--- config.mk ---
export PLATFORM = sky130hd
export DESIGN_NAME = lbp_scan_ctrl
export DESIGN_NICKNAME = d
export VERILOG_FILES = /design/src/rtl/lbp_pkg.sv /design/src/rtl/lbp_window_buf.sv /design/src/rtl/lbp_scan_ctrl.sv
export SDC_FILE = /design/constraint.sdc
export NUM_CORES = 1
export LEC_CHECK = 0
export CORE_ASPECT_RATIO = 0.5
export CORE_MARGIN = 3
export CORE_UTILIZATION = 35
export CTS_BUF_LIST = sky130_fd_sc_hd__clkbuf_2 sky130_fd_sc_hd__clkbuf_4 sky130_fd_sc_hd__clkbuf_8
export CTS_CLUSTER_DIAMETER = 30
export DETAILED_ROUTE_END_ITERATION = 10
export GPL_TIMING_DRIVEN = 0
export HOLD_SLACK_MARGIN = 0.12
export PLACE_DENSITY = 0.63
export RECOVER_POWER = 25
export REMOVE_ABC_BUFFERS = 1
export SLEW_MARGIN = 5
export SYNTH_ARGS = -nofsm -noshare
export SYNTH_HDL_FRONTEND = slang
export SYNTH_HIERARCHICAL = 1
export SYNTH_SLANG_ARGS = --single-unit
--- constraint.sdc ---
create_clock -name clk -period 3.7 [get_ports clk]
set_input_delay 0.37 -clock clk [delete_from_list [all_inputs] [get_ports clk]]
set_output_delay 0.37 -clock clk [all_outputs]
set_load 0.02 [all_outputs]
--- src/rtl/lbp_pkg.sv ---
// Shared constants for the LBP raster scan: image defaults, FSM encodings,
// 3x3 window byte indices and the neighbour read-order tables.
package lbp_pkg;

  localparam int IMG_W_DEF = 128;
  localparam int IMG_H_DEF = 128;

  localparam int FILL_READS  = 9;
  localparam int SLIDE_READS = 3;

  localparam logic [2:0] S_IDLE  = 3'd0;
  localparam logic [2:0] S_FILL  = 3'd1;
  localparam logic [2:0] S_SLIDE = 3'd2;
  localparam logic [2:0] S_EMIT  = 3'd3;
  localparam logic [2:0] S_DONE  = 3'd4;

  // Window bytes in raster order, k = 3*dy + dx
  localparam logic [3:0] K_TL = 4'd0;
  localparam logic [3:0] K_TC = 4'd1;
  localparam logic [3:0] K_TR = 4'd2;
  localparam logic [3:0] K_ML = 4'd3;
  localparam logic [3:0] K_MC = 4'd4;
  localparam logic [3:0] K_MR = 4'd5;
  localparam logic [3:0] K_BL = 4'd6;
  localparam logic [3:0] K_BC = 4'd7;
  localparam logic [3:0] K_BR = 4'd8;

  // dy/dx are biased by +1: 0 means -1, 1 means 0, 2 means +1
  typedef struct packed {
    logic [1:0] dy;
    logic [1:0] dx;
    logic [3:0] k;
  } rd_ofs_t;

  // FILL walks the window column by column, top to bottom
  function automatic rd_ofs_t fill_ofs(input logic [3:0] idx);
    rd_ofs_t o;
    case (idx)
      4'd0:    o = '{dy: 2'd0, dx: 2'd0, k: K_TL};
      4'd1:    o = '{dy: 2'd1, dx: 2'd0, k: K_ML};
      4'd2:    o = '{dy: 2'd2, dx: 2'd0, k: K_BL};
      4'd3:    o = '{dy: 2'd0, dx: 2'd1, k: K_TC};
      4'd4:    o = '{dy: 2'd1, dx: 2'd1, k: K_MC};
      4'd5:    o = '{dy: 2'd2, dx: 2'd1, k: K_BC};
      4'd6:    o = '{dy: 2'd0, dx: 2'd2, k: K_TR};
      4'd7:    o = '{dy: 2'd1, dx: 2'd2, k: K_MR};
      default: o = '{dy: 2'd2, dx: 2'd2, k: K_BR};
    endcase
    return o;
  endfunction

  // SLIDE only fetches the new right-hand column
  function automatic rd_ofs_t slide_ofs(input logic [3:0] idx);
    rd_ofs_t o;
    case (idx)
      4'd0:    o = '{dy: 2'd0, dx: 2'd2, k: K_TR};
      4'd1:    o = '{dy: 2'd1, dx: 2'd2, k: K_MR};
      default: o = '{dy: 2'd2, dx: 2'd2, k: K_BR};
    endcase
    return o;
  endfunction

endpackage

--- src/rtl/lbp_window_buf.sv ---
// 3x3 pixel window register file: one byte written per cycle, or a one-column
// left shift when the scan steps right. Output is registered, no backpressure.
module lbp_window_buf
  import lbp_pkg::*;
(
  input  logic        clk_i,
  input  logic        rst_i,
  input  logic        load_en_i,
  input  logic [3:0]  load_idx_i,
  input  logic [7:0]  load_dat_i,
  input  logic        shift_en_i,
  output logic [71:0] win_o
);

  logic [7:0] pix_q [9];

  always_ff @(posedge clk_i or posedge rst_i) begin
    if (rst_i) begin
      for (int k = 0; k < 9; k++) begin
        pix_q[k] <= '0;
      end
    end else begin
      if (shift_en_i) begin
        pix_q[K_TL] <= pix_q[K_TC];
        pix_q[K_TC] <= pix_q[K_TR];
        pix_q[K_ML] <= pix_q[K_MC];
        pix_q[K_MC] <= pix_q[K_MR];
        pix_q[K_BL] <= pix_q[K_BC];
        pix_q[K_BC] <= pix_q[K_BR];
      end
      if (load_en_i) begin
        pix_q[load_idx_i] <= load_dat_i;
      end
    end
  end

  always_comb begin
    win_o = '0;
    for (int k = 0; k < 9; k++) begin
      win_o[8*k +: 8] = pix_q[k];
    end
  end

endmodule

--- src/rtl/lbp_scan_ctrl.sv ---
// Raster-scan 3x3 window fetcher: 11 cycles per row-start window, 5 per slide.
// Reads stall while gray_ready is low; a window is held until win_ready accepts it.
module lbp_scan_ctrl
  import lbp_pkg::*;
#(
  parameter int IMG_W  = IMG_W_DEF,
  parameter int IMG_H  = IMG_H_DEF,
  parameter int ADDR_W = 14
) (
  input  logic              clk,
  input  logic              reset,
  input  logic              gray_ready,
  output logic              gray_req,
  output logic [ADDR_W-1:0] gray_addr,
  input  logic [7:0]        gray_data,
  output logic              win_valid,
  input  logic              win_ready,
  output logic [71:0]       win_data,
  output logic [ADDR_W-1:0] win_addr,
  output logic              finish
);

  localparam int CW = $clog2(IMG_W);
  localparam logic [CW-1:0] POS_FIRST = CW'(1);
  localparam logic [CW-1:0] COL_LAST  = CW'(IMG_W - 2);
  localparam logic [CW-1:0] ROW_LAST  = CW'(IMG_H - 2);

  logic [2:0]    state_q, state_d;
  logic [CW-1:0] row_q, row_d;
  logic [CW-1:0] col_q, col_d;
  logic [3:0]    iss_q, iss_d;
  logic          pend_q, pend_d;
  logic [3:0]    pidx_q, pidx_d;

  logic [3:0]    n_reads;
  rd_ofs_t       ofs;
  logic          issuing;
  logic          rd_fire;
  logic          win_fire;
  logic          last_win;
  logic          shift_en;
  logic [CW-1:0] rd_row;
  logic [CW-1:0] rd_col;

  always_comb begin
    n_reads = (state_q == S_FILL) ? 4'(FILL_READS) : 4'(SLIDE_READS);
    ofs     = (state_q == S_FILL) ? fill_ofs(iss_q) : slide_ofs(iss_q);
    issuing = ((state_q == S_FILL) || (state_q == S_SLIDE)) && (iss_q < n_reads);
    rd_fire = issuing && gray_ready;
    // Centres are interior, so the biased offsets never wrap
    rd_row  = row_q + CW'(ofs.dy) - POS_FIRST;
    rd_col  = col_q + CW'(ofs.dx) - POS_FIRST;
  end

  assign gray_req  = rd_fire;
  assign gray_addr = issuing ? ADDR_W'({rd_row, rd_col}) : '0;
  assign win_valid = (state_q == S_EMIT);
  assign win_fire  = win_valid && win_ready;
  assign win_addr  = win_valid ? ADDR_W'({row_q, col_q}) : '0;
  assign finish    = (state_q == S_DONE);
  assign last_win  = (row_q == ROW_LAST) && (col_q == COL_LAST);

  always_comb begin
    state_d  = state_q;
    row_d    = row_q;
    col_d    = col_q;
    iss_d    = iss_q;
    pend_d   = rd_fire;
    pidx_d   = rd_fire ? ofs.k : pidx_q;
    shift_en = 1'b0;
    if (rd_fire) begin
      iss_d = iss_q + 4'd1;
    end
    case (state_q)
      S_IDLE: begin
        if (gray_ready) begin
          state_d = S_FILL;
          iss_d   = '0;
        end
      end
      S_FILL, S_SLIDE: begin
        // All reads issued; the last one is being captured this cycle
        if (iss_q == n_reads) begin
          state_d = S_EMIT;
        end
      end
      S_EMIT: begin
        if (win_fire) begin
          iss_d = '0;
          if (last_win) begin
            state_d = S_DONE;
          end else if (col_q == COL_LAST) begin
            col_d   = POS_FIRST;
            row_d   = row_q + POS_FIRST;
            state_d = S_FILL;
          end else begin
            col_d    = col_q + POS_FIRST;
            shift_en = 1'b1;
            state_d  = S_SLIDE;
          end
        end
      end
      S_DONE: begin
        state_d = S_DONE;
      end
      default: begin
        state_d = S_IDLE;
      end
    endcase
  end

  always_ff @(posedge clk or posedge reset) begin
    if (reset) begin
      state_q <= S_IDLE;
      row_q   <= POS_FIRST;
      col_q   <= POS_FIRST;
      iss_q   <= '0;
      pend_q  <= 1'b0;
      pidx_q  <= '0;
    end else begin
      state_q <= state_d;
      row_q   <= row_d;
      col_q   <= col_d;
      iss_q   <= iss_d;
      pend_q  <= pend_d;
      pidx_q  <= pidx_d;
    end
  end

  lbp_window_buf u_win_buf (
    .clk_i      (clk),
    .rst_i      (reset),
    .load_en_i  (pend_q),
    .load_idx_i (pidx_q),
    .load_dat_i (gray_data),
    .shift_en_i (shift_en),
    .win_o      (win_data)
  );

endmodule

======== Yosys cells after proc, flatten, opt, wreduce, memory -nomap -nowiden ========
Memories as Yosys holds them, arrays and structs flattened.
Cells that the tools add are included.
word-level totals
  register bits ........................... 98
  ROM bits ................................ 56
  word-level logic and storage cells ...... 79
  memories kept ........................... 1
memories
  name              words  width  rd ports  clocked after memory_dff  write ports  RTL line       text
  (name not given)  8      7      1         0                         0            lbp_pkg.sv:38  case (idx)
cells by class
  add/sub/neg operators ................... 7
  magnitude comparators ................... 3
  equality and inequality tests ........... 11
  multiplexer cells ....................... 28
  bitwise logic cells ..................... 2
  reductions and logical operators ........ 12
operators with widths
  kind                                                         number
  bitwise mux 72 bit                                           1
  2-to-1 mux 72 bit                                            1
  2-to-1 mux 16 bit                                            3
  demux 8 bit (select 4 bit)                                   1
  2-to-1 mux 14 bit                                            2
  2-to-1 mux 8 bit                                             3
  2-to-1 mux 4 bit                                             4
  one-hot mux 8 bit (2 select lines)                           1
  adder 7 x 1 -> 7 bit (second input constant)                 2
  adder 7 x 2 -> 7 bit                                         2
  == test 7 bit (second input constant)                        2
  subtractor 7 x 1 -> 7 bit (second input constant)            2
  2-to-1 mux 3 bit                                             4
  one-hot mux 3 bit (4 select lines)                           1
  one-hot mux 4 bit (2 select lines)                           1
  2-to-1 mux 7 bit                                             1
  == test 3 x 2 -> 1 bit (second input constant)               2
  AND reduction 3 bit                                          2
  greater-or-equal comparator 5 bit (second input constant)    1
  logical AND 1 bit                                            5
  less-than comparator 5 x 1 -> 1 bit (second input constant)  1
  NOT 4 -> 5 bit                                               1
  adder 4 x 1 -> 4 bit (second input constant)                 1
  == test 4 x 1 -> 1 bit (second input constant)               1
  other kinds (14)                                             18

======== Depth between registers and ports, before layout ========
  depth after elaboration ................. 8
  mapped depth ............................ 15
  gate-level depth less buffers ........... 13

======== Cells and area by module ========
The synthesis kept the hierarchy.
modules (own cells, without submodules)
  module          instances  cells an instance  area an instance (sq um)  sequential area each (sq um)
  lbp_window_buf  1          215                3344.5                    1801.7
  lbp_scan_ctrl   1          273                2346.0                    653.1

======== Worst setup path after synthesis ========
No wires, ideal clock.
  path kind ............................... reg2out
  start point ............................. reg state_q[2]
  end point ............................... out gray_addr[5]
  arrival ................................. 3.066 ns
  data required time ...................... 3.330 ns
  setup slack ............................. 0.264 ns
  stages on the path, launching flop included .. 14
  path buffers ............................ 2
  path through ............................ dfrtp_1 buf_6 or3b_1 buf_6 or3_2 ha_1 inv_1 ha_1 inv_1 fa_1 nor2b_1 o21ai_0 nor3b_1 nor3_1
on the way
  word-level cells in the longest chain between the ends .. 5
ends and longest elaborated chain
  item                                                                RTL line                                                       text
  start: declaration                                                  lbp_scan_ctrl.sv:28                                            logic [2:0] state_q, state_d;
  start signal: assignment                                            lbp_scan_ctrl.sv:121                                           state_q <= state_d;
  == test 3 x 1 -> 1 bit                                              lbp_scan_ctrl.sv:46, lbp_scan_ctrl.sv:47, lbp_scan_ctrl.sv:48
  2-to-1 mux 8 bit or 2-to-1 mux 4 bit (tied branches)                lbp_scan_ctrl.sv:47, lbp_scan_ctrl.sv:46
  adder 7 x 2 -> 7 bit or less-than comparator 4 bit (tied branches)  lbp_scan_ctrl.sv:52, lbp_scan_ctrl.sv:48
  subtractor 7 x 1 -> 7 bit or logical AND 1 bit (tied branches)      lbp_scan_ctrl.sv:52, lbp_scan_ctrl.sv:48
  2-to-1 mux 14 bit *                                                 lbp_scan_ctrl.sv:56                                            assign gray_addr = issuing ? ADDR_W'({rd_row, rd_col}) : '0;
  end: declaration                                                    lbp_scan_ctrl.sv:14                                            output logic [ADDR_W-1:0] gray_addr,
Mark *: on every way between the ends. The rest lies on a longest branch, timed or not.

======== Worst setup path after layout ========
Same ends and word-level chain as after synthesis.

==> results.tsv <==
metric	value	unit
CTS Buf Count	9	
post-synth top area share	42.2	%
dpl ws	-0.428	ns
clock network fraction of design power	9.4	%
Antenna Cells	0	
clock-pin transition on the worst setup and hold timing paths	0.09	ns
failing checks	max-capacitance violations, max-slew violations	
PortBufs	114	
Setup Crit Path Kind	register to output port	
Mapped Cells	488	
net switching power figure	2.68	mW
pwr dens	886	mW/mm2
post-synthesis cell type count	61	
Layout Nets	661	
Non-Filler Instances	839	
final design utilization	47.4	%
most frequent cell after synthesis	mux2_2	
area added between synthesis and finish	30.3	%
register bit count reported by yosys	98	
RSZ-0062 raised after global routing	yes	
minimum clock period	3.56	ns
Mean Syn Cell Area	11.7	um2
full die area	0.0179	mm2
vias post-DR	4044	
cell count after placement	807	
placer congestion estimate	0.770	
Critical Path AT	3.19	ns
core area	0.0157	mm2
Antenna Nets Post-Route	0	
CTS H-tree depth	3	
Seq pwr share	28.7	%
worst skew pair latency	0.36	ns
Placed Area	0.00704	mm2
Switching Share	40.8	%
EDFF count, synth	0	
Die Width	186	um
vias in the first global route	4088	
max-cap check violation count	1	
leakage	3.18	nW
worst setup margin	0.141	ns
drt wl/cell	16.4	um
Hold Crit Class	register to register	
Mapped Area	0.00569	mm2
site row count	32	
# DRC	0	
WL met3	603	um
outcome	finished with violations	
dominant cells by area after synthesis	dfrtp_1, mux2_2, ha_1	
die height	96.2	um
Initial Util	36.3	%
period utilisation layout	96.2	%
first-pass GRT wire length	22.0	mm
count of final setup violators	0	
Required @ worst endpoint	3.33	ns
CTS root buf	clkbuf_8	
fillcell total	1442	
clk sinks	98	
VDD IR max	0.457	mV
clock skew	0.00928	ns
gr ovfl total	0	
WL final	13.8	mm
Comb pwr share	61.9	%
CP endpoint kind	output port	
Worst-Margin Slew	1.61	ns
Max Buffers Root-to-Sink	2	
Metal-1 WL	6.60	mm
DR top layer	met4	
Tot GR Track Use	15.5	%
worst-path fanout max	6	
layout cells sized above 1	33.0	%
Fin. Hold Viols	0	
P_int	3.89	mW
DP HPWL	9.42	mm
final max-slew violation count	36	
CTS tree	yes	
Syn. warnings	6	
sequential element share of the synthesized area	43.1	%
Main synth FF type	dfrtp_1	
synth cell count leaders	mux2_2, dfrtp_1, ha_1	
post-route cell area	0.00742	mm2
top cell type by total area after synthesis	dfrtp_1	
type of origin of the critical path	register	
met2 wire len	6.46	mm
initial antenna violation count	0	
headroom to the max-slew limit	-7.91	%
fmax	0.281	GHz
Pre-antenna DRT Iters	4	
asr flop ratio synth	100	%
Iter 0 DRT Violations	192	
Via-to-Cell Ratio	4.82	
# IOs	115	
largest net degree at the start of global routing	39	
==> power groups by stage <==
stage | clock [mW] | combinational [mW] | sequential (mW)
2_1_floorplan | 0 | 1.91 | 2.29
3_3_place_gp | 0 | 3.76 | 1.94
3_5_place_dp | 0 | 3.83 | 1.94
4_1_cts | 0.651 | 3.96 | 1.90
5_1_grt | 0.697 | 4.40 | 1.95
6_report | 0.617 | 4.07 | 1.89
==> metal layers <==
metal  GRT usage, %  vias up
met5              0        -
met4           3.39        0
met3           3.53        8
met2           26.2       75
met1           20.7     1972
li1               -     1989
==> timing repair <==
action,4_1_cts,5_1_grt
gates resized for setup,38,20
endpoints found under the hold margin,0,0
pin swaps,6,13
hold buffers,0,0
endpoints found under the setup margin,14,9
buffers inserted,14,4
==> final cells by class <==
cell class	count	area, um2	area share [%]
clock inverter	4	28.8	0.388
tap	221	277	3.73
timing repair buffer	134	1280	17.3
sequential	98	2460	33.2
inverter	30	126	1.70
clock buffer	10	138	1.86
multi-input combinational	342	3100	41.9
==> layout by cell type (no fill, tap or decap), types with 3 or more instances in the layout <==
cell,Yosys,routed
o21ai_0,17,16
nand2_1,20,20
buf_2,9,3
a21o_1,3,3
nand4_1,3,3
a21oi_1,10,9
clkdlybuf4s50_1,0,103
inv_1,29,23
nor3b_1,3,3
clkbuf_8,0,10
inv_2,0,5
dfrtp_1,96,91
and3_1,4,4
xor2_1,5,5
mux2_2,121,121
dlygate4sd2_1,0,5
ha_1,32,28
nor2_1,24,24
nand3_1,3,3
nand3_2,3,3
ha_4,0,4
o211ai_1,5,5
nor3_1,6,6
dfrtp_2,0,5
a211oi_1,7,4
buf_4,2,18
xnor2_1,10,10
and2_1,17,17
==> critical path, cell delays in order, from the launching register on <==
cell and delay [ns]:
dfrtp_2 0.41, or3b_4 0.47, buf_6 0.15, a211oi_4 0.27, ha_4 0.25, inv_2 0.06, ha_4 0.13, inv_2 0.04
fa_2 0.37, nor2b_4 0.13, o21ai_2 0.07, nor3b_1 0.14, nor3_1 0.17, buf_2 0.19
==> worst paths after layout <==
| kind | from | to | slack (ns) | cells after the start |
|---|---|---|---|---|
| max reg2reg | col_q[0] | u_win_buf/win_o[51] | 0.95 | 8 |
| max | state_q[2] | gray_addr[5] | 0.14 | 13 |
| min in group asynchronous | reset | col_q[4] | 0.75 | 2 |
| max in group asynchronous | reset | u_win_buf/win_o[30] | 1.27 | 3 |
| min | register | register | 0.54 | 1 |
| min reg2reg | register | register | 0.54 | 1 |
==> metrics by stage <==
step | power (mW) | hold WS (ns) | TNS (ns)
floorplan | 4.21 | 0.409 | 0
global placement | 5.70 | 0.511 | -1.79
detailed placement | 5.77 | 0.519 | -1.85
CTS | 6.51 | 0.392 | -0.0295
global route | 7.05 | 0.572 | -0.0175
finish | 6.57 | 0.536 | 0
==> cell families (layout without fill, tap and decap cells) <==
family / Yosys count / in the layout / synth area share [%]
AOI/OAI and AO/OA: 63 / 63 / 7.37
xor gates and xnor gates: 15 / 15 / 2.31
adders and majority gates: 34 / 34 / 7.74
buffers and inverters: 48 / 178 / 4.11
DFF: 98 / 98 / 43.1
muxes: 123 / 123 / 24.3
and+or+nand+nor: 107 / 107 / 11.0
No activity file was read; power rests on OpenSTA's default activity.
==> variant (same settings) <==
`IMG_W_DEF`: 128 -> 256.
--- a/src/rtl/lbp_pkg.sv
+++ b/src/rtl/lbp_pkg.sv
@@ -4,3 +4,3 @@
 
-  localparam int IMG_W_DEF = 128;
+  localparam int IMG_W_DEF = 256;
   localparam int IMG_H_DEF = 128;
Function: changed (Yosys sat finds a counterexample within 4 cycles, from zero or initial values and one cycle with reset high).
==> variant against the unedited design <==
The flow finishes with violations (capacitance limit, setup timing); sequential cell count up 2; wire length up 2.1%; synthesized area up 1.6%; setup slack worse by 0.22 ns; total power down 2.2%; global-route usage about the same; first-iteration DRC count down 20%; final area up 1.5%; non-clock buffer count down 2; largest power group unchanged.
==> variant: results <==
{
  "rr_worst_depth": 9,
  "worstSkewPairLatency_ns": 0.37,
  "dr_pass1_iterations": 4,
  "pin_count_of_the_biggest_net_entering_global_routing": 42,
  "fraction_of_final_layout_cells_sized_beyond_drive_strength_1": 0.340,
  "worst-slew-pin-transition_ns": 1.47,
  "fin_tns_setup_ns": -0.0825,
  "ys_warn_count": 6,
  "p_leak_uw": 0.00333,
  "first_global_vias": 4180,
  "crit_slowest_cell": "sky130_fd_sc_hd__a2111o_2",
  "cts_inserted_buffers": 9,
  "grt_antenna_before_repair": 0,
  "launch_instance_of_the_worst_min_delay_path": "row_q[6]",
  "synth_cell_type_count": 67,
  "vias": 4178,
  "globalRouteTotalUtil": 0.155,
  "placed_wire_length_estimate_after_detailed_placement_um": 9610,
  "cts_buffer_depth": 2,
  "clk_pin_slew_ns": 0.10,
  "outcome": "complete, but fails checks",
  "max_cap_violations": 1,
  "grt_pass1_wl_um": 22700,
  "place.gp.congestion": 0.761,
  "synthesis.area_sq_mm": 0.00578,
  "cts.htree.levels": 3,
  "pre_cts_setup_slack_ns": -0.887,
  "irDropWorstVdd_mv": 0.445,
  "synth_top_cells_by_area": "sky130_fd_sc_hd__dfrtp_1 42%, sky130_fd_sc_hd__mux2_2 24%, sky130_fd_sc_hd__ha_1 7.1%",
  "setup_slack_ns": -0.0825,
  "timing.reg2reg.setup_slack_ns": 0.65,
  "first_drt_iteration_drcs": 154,
  "slowest_delay_ns": 0.58,
  "yosys-top-cells-count": "122 x sky130_fd_sc_hd__mux2_2, 98 x sky130_fd_sc_hd__dfrtp_1, 33 x sky130_fd_sc_hd__ha_1",
  "nFillCells": 1472,
  "yosysSeqAreaShare": 0.433,
  "min-delay-path-class": "flop to flop",
  "clock_skew_ns": 0.0207,
  "nets": 663,
  "required_ns": 3.33,
  "crit_fanout": 6,
  "number_of_setup_violations_in_the_final_report": 1,
  "cts-root-buf": "sky130_fd_sc_hd__clkbuf_8",
  "r2r-end": "iss_q[3]",
  "min_path_cells": 1,
  "antenna-diode-count": 0,
  "routedWlPerCell_um": 16.7,
  "violations_in_the_final_reports": "capacitance limit, setup timing",
  "regToRegStartpoint": "state_q[2]",
  "timing.hold.worst_endpoint": "row_q[6]",
  "numPortBuffers": 114
}
## variant: timing repair
action / in CTS / in global routing
hold buffers: 0 / 0
setup endpoints to repair: 15 / 12
gates resized for setup: 32 / 34
setup buffers: 9 / 7
pin swaps: 2 / 18
## variant: worst max-delay path by stage
stage	from	end	slack, ns	cells after the start
2_1_floorplan	state_q[2]	gray_addr[7]	0.09	11
4_1_cts	state_q[2]	gray_addr[7]	-0.13	12
6_report	state_q[2]	gray_addr[7]	-0.08	10
3_3_place_gp	state_q[2]	gray_addr[7]	-0.85	12
3_5_place_dp	state_q[2]	gray_addr[7]	-0.89	12
5_1_grt	state_q[2]	gray_addr[7]	-0.20	10
## variant: critical path: cells and delay by family (launching register included)
| family | cells | cell delay, ns |
|---|---|---|
| buffers and inverters | 4 | 0.53 |
| DFF | 1 | 0.49 |
| adders and majority gates | 1 | 0.19 |
| AOI/OAI and AO/OA | 4 | 1.36 |
| and+or+nand+nor | 1 | 0.46 |
## variant: per-stage QoR
stage	cells	hold slack, ns	area, sq um	util
5_1_grt	841	0.540	7530	0.477
2_1_floorplan	473	0.434	5690	-
6_report	841	0.513	7530	0.477
3_5_place_dp	810	0.494	7150	0.453
4_1_cts	834	0.363	7420	0.470
3_3_place_gp	808	0.489	7110	0.450
## variant: layer usage
| metal | global-route usage | routed length, um | vias up |
|---|---|---|---|
| met2 | 0.251 | 6620 | 80 |
| met3 | 0.0348 | 526 | 13 |
| li1 | - | - | 2028 |
| met1 | 0.213 | 6740 | 2057 |
| met5 | 0 | 0 | - |
| met4 | 0.0351 | 169 | 0 |
## variant: power breakdown
| group | total (uW) | switching [uW] | internal (uW) |
|---|---|---|---|
| clock | 664 | 409 | 255 |
| sequential | 1850 | 352 | 1490 |
| combinational | 3920 | 1900 | 2020 |
## variant: cell type report
type,instances,share of cell area
sequential,100,0.334
clock buffer,9,0.0165
clock inverter,6,0.00798
multi-input combinational,345,0.420
tap,221,0.0367
inverter,28,0.0150
timing repair buffer,132,0.170
## variant: cells by family after synthesis
group	Yosys count	share of synthesized area
AO/OA/AOI/OAI	67	0.0837
XOR/XNOR	12	0.0182
adder cells (fa/ha/maj)	35	0.0783
buffers and inverters	46	0.0350
flip-flops	100	0.433
multiplexers	125	0.243
AND/OR/NAND/NOR	106	0.109
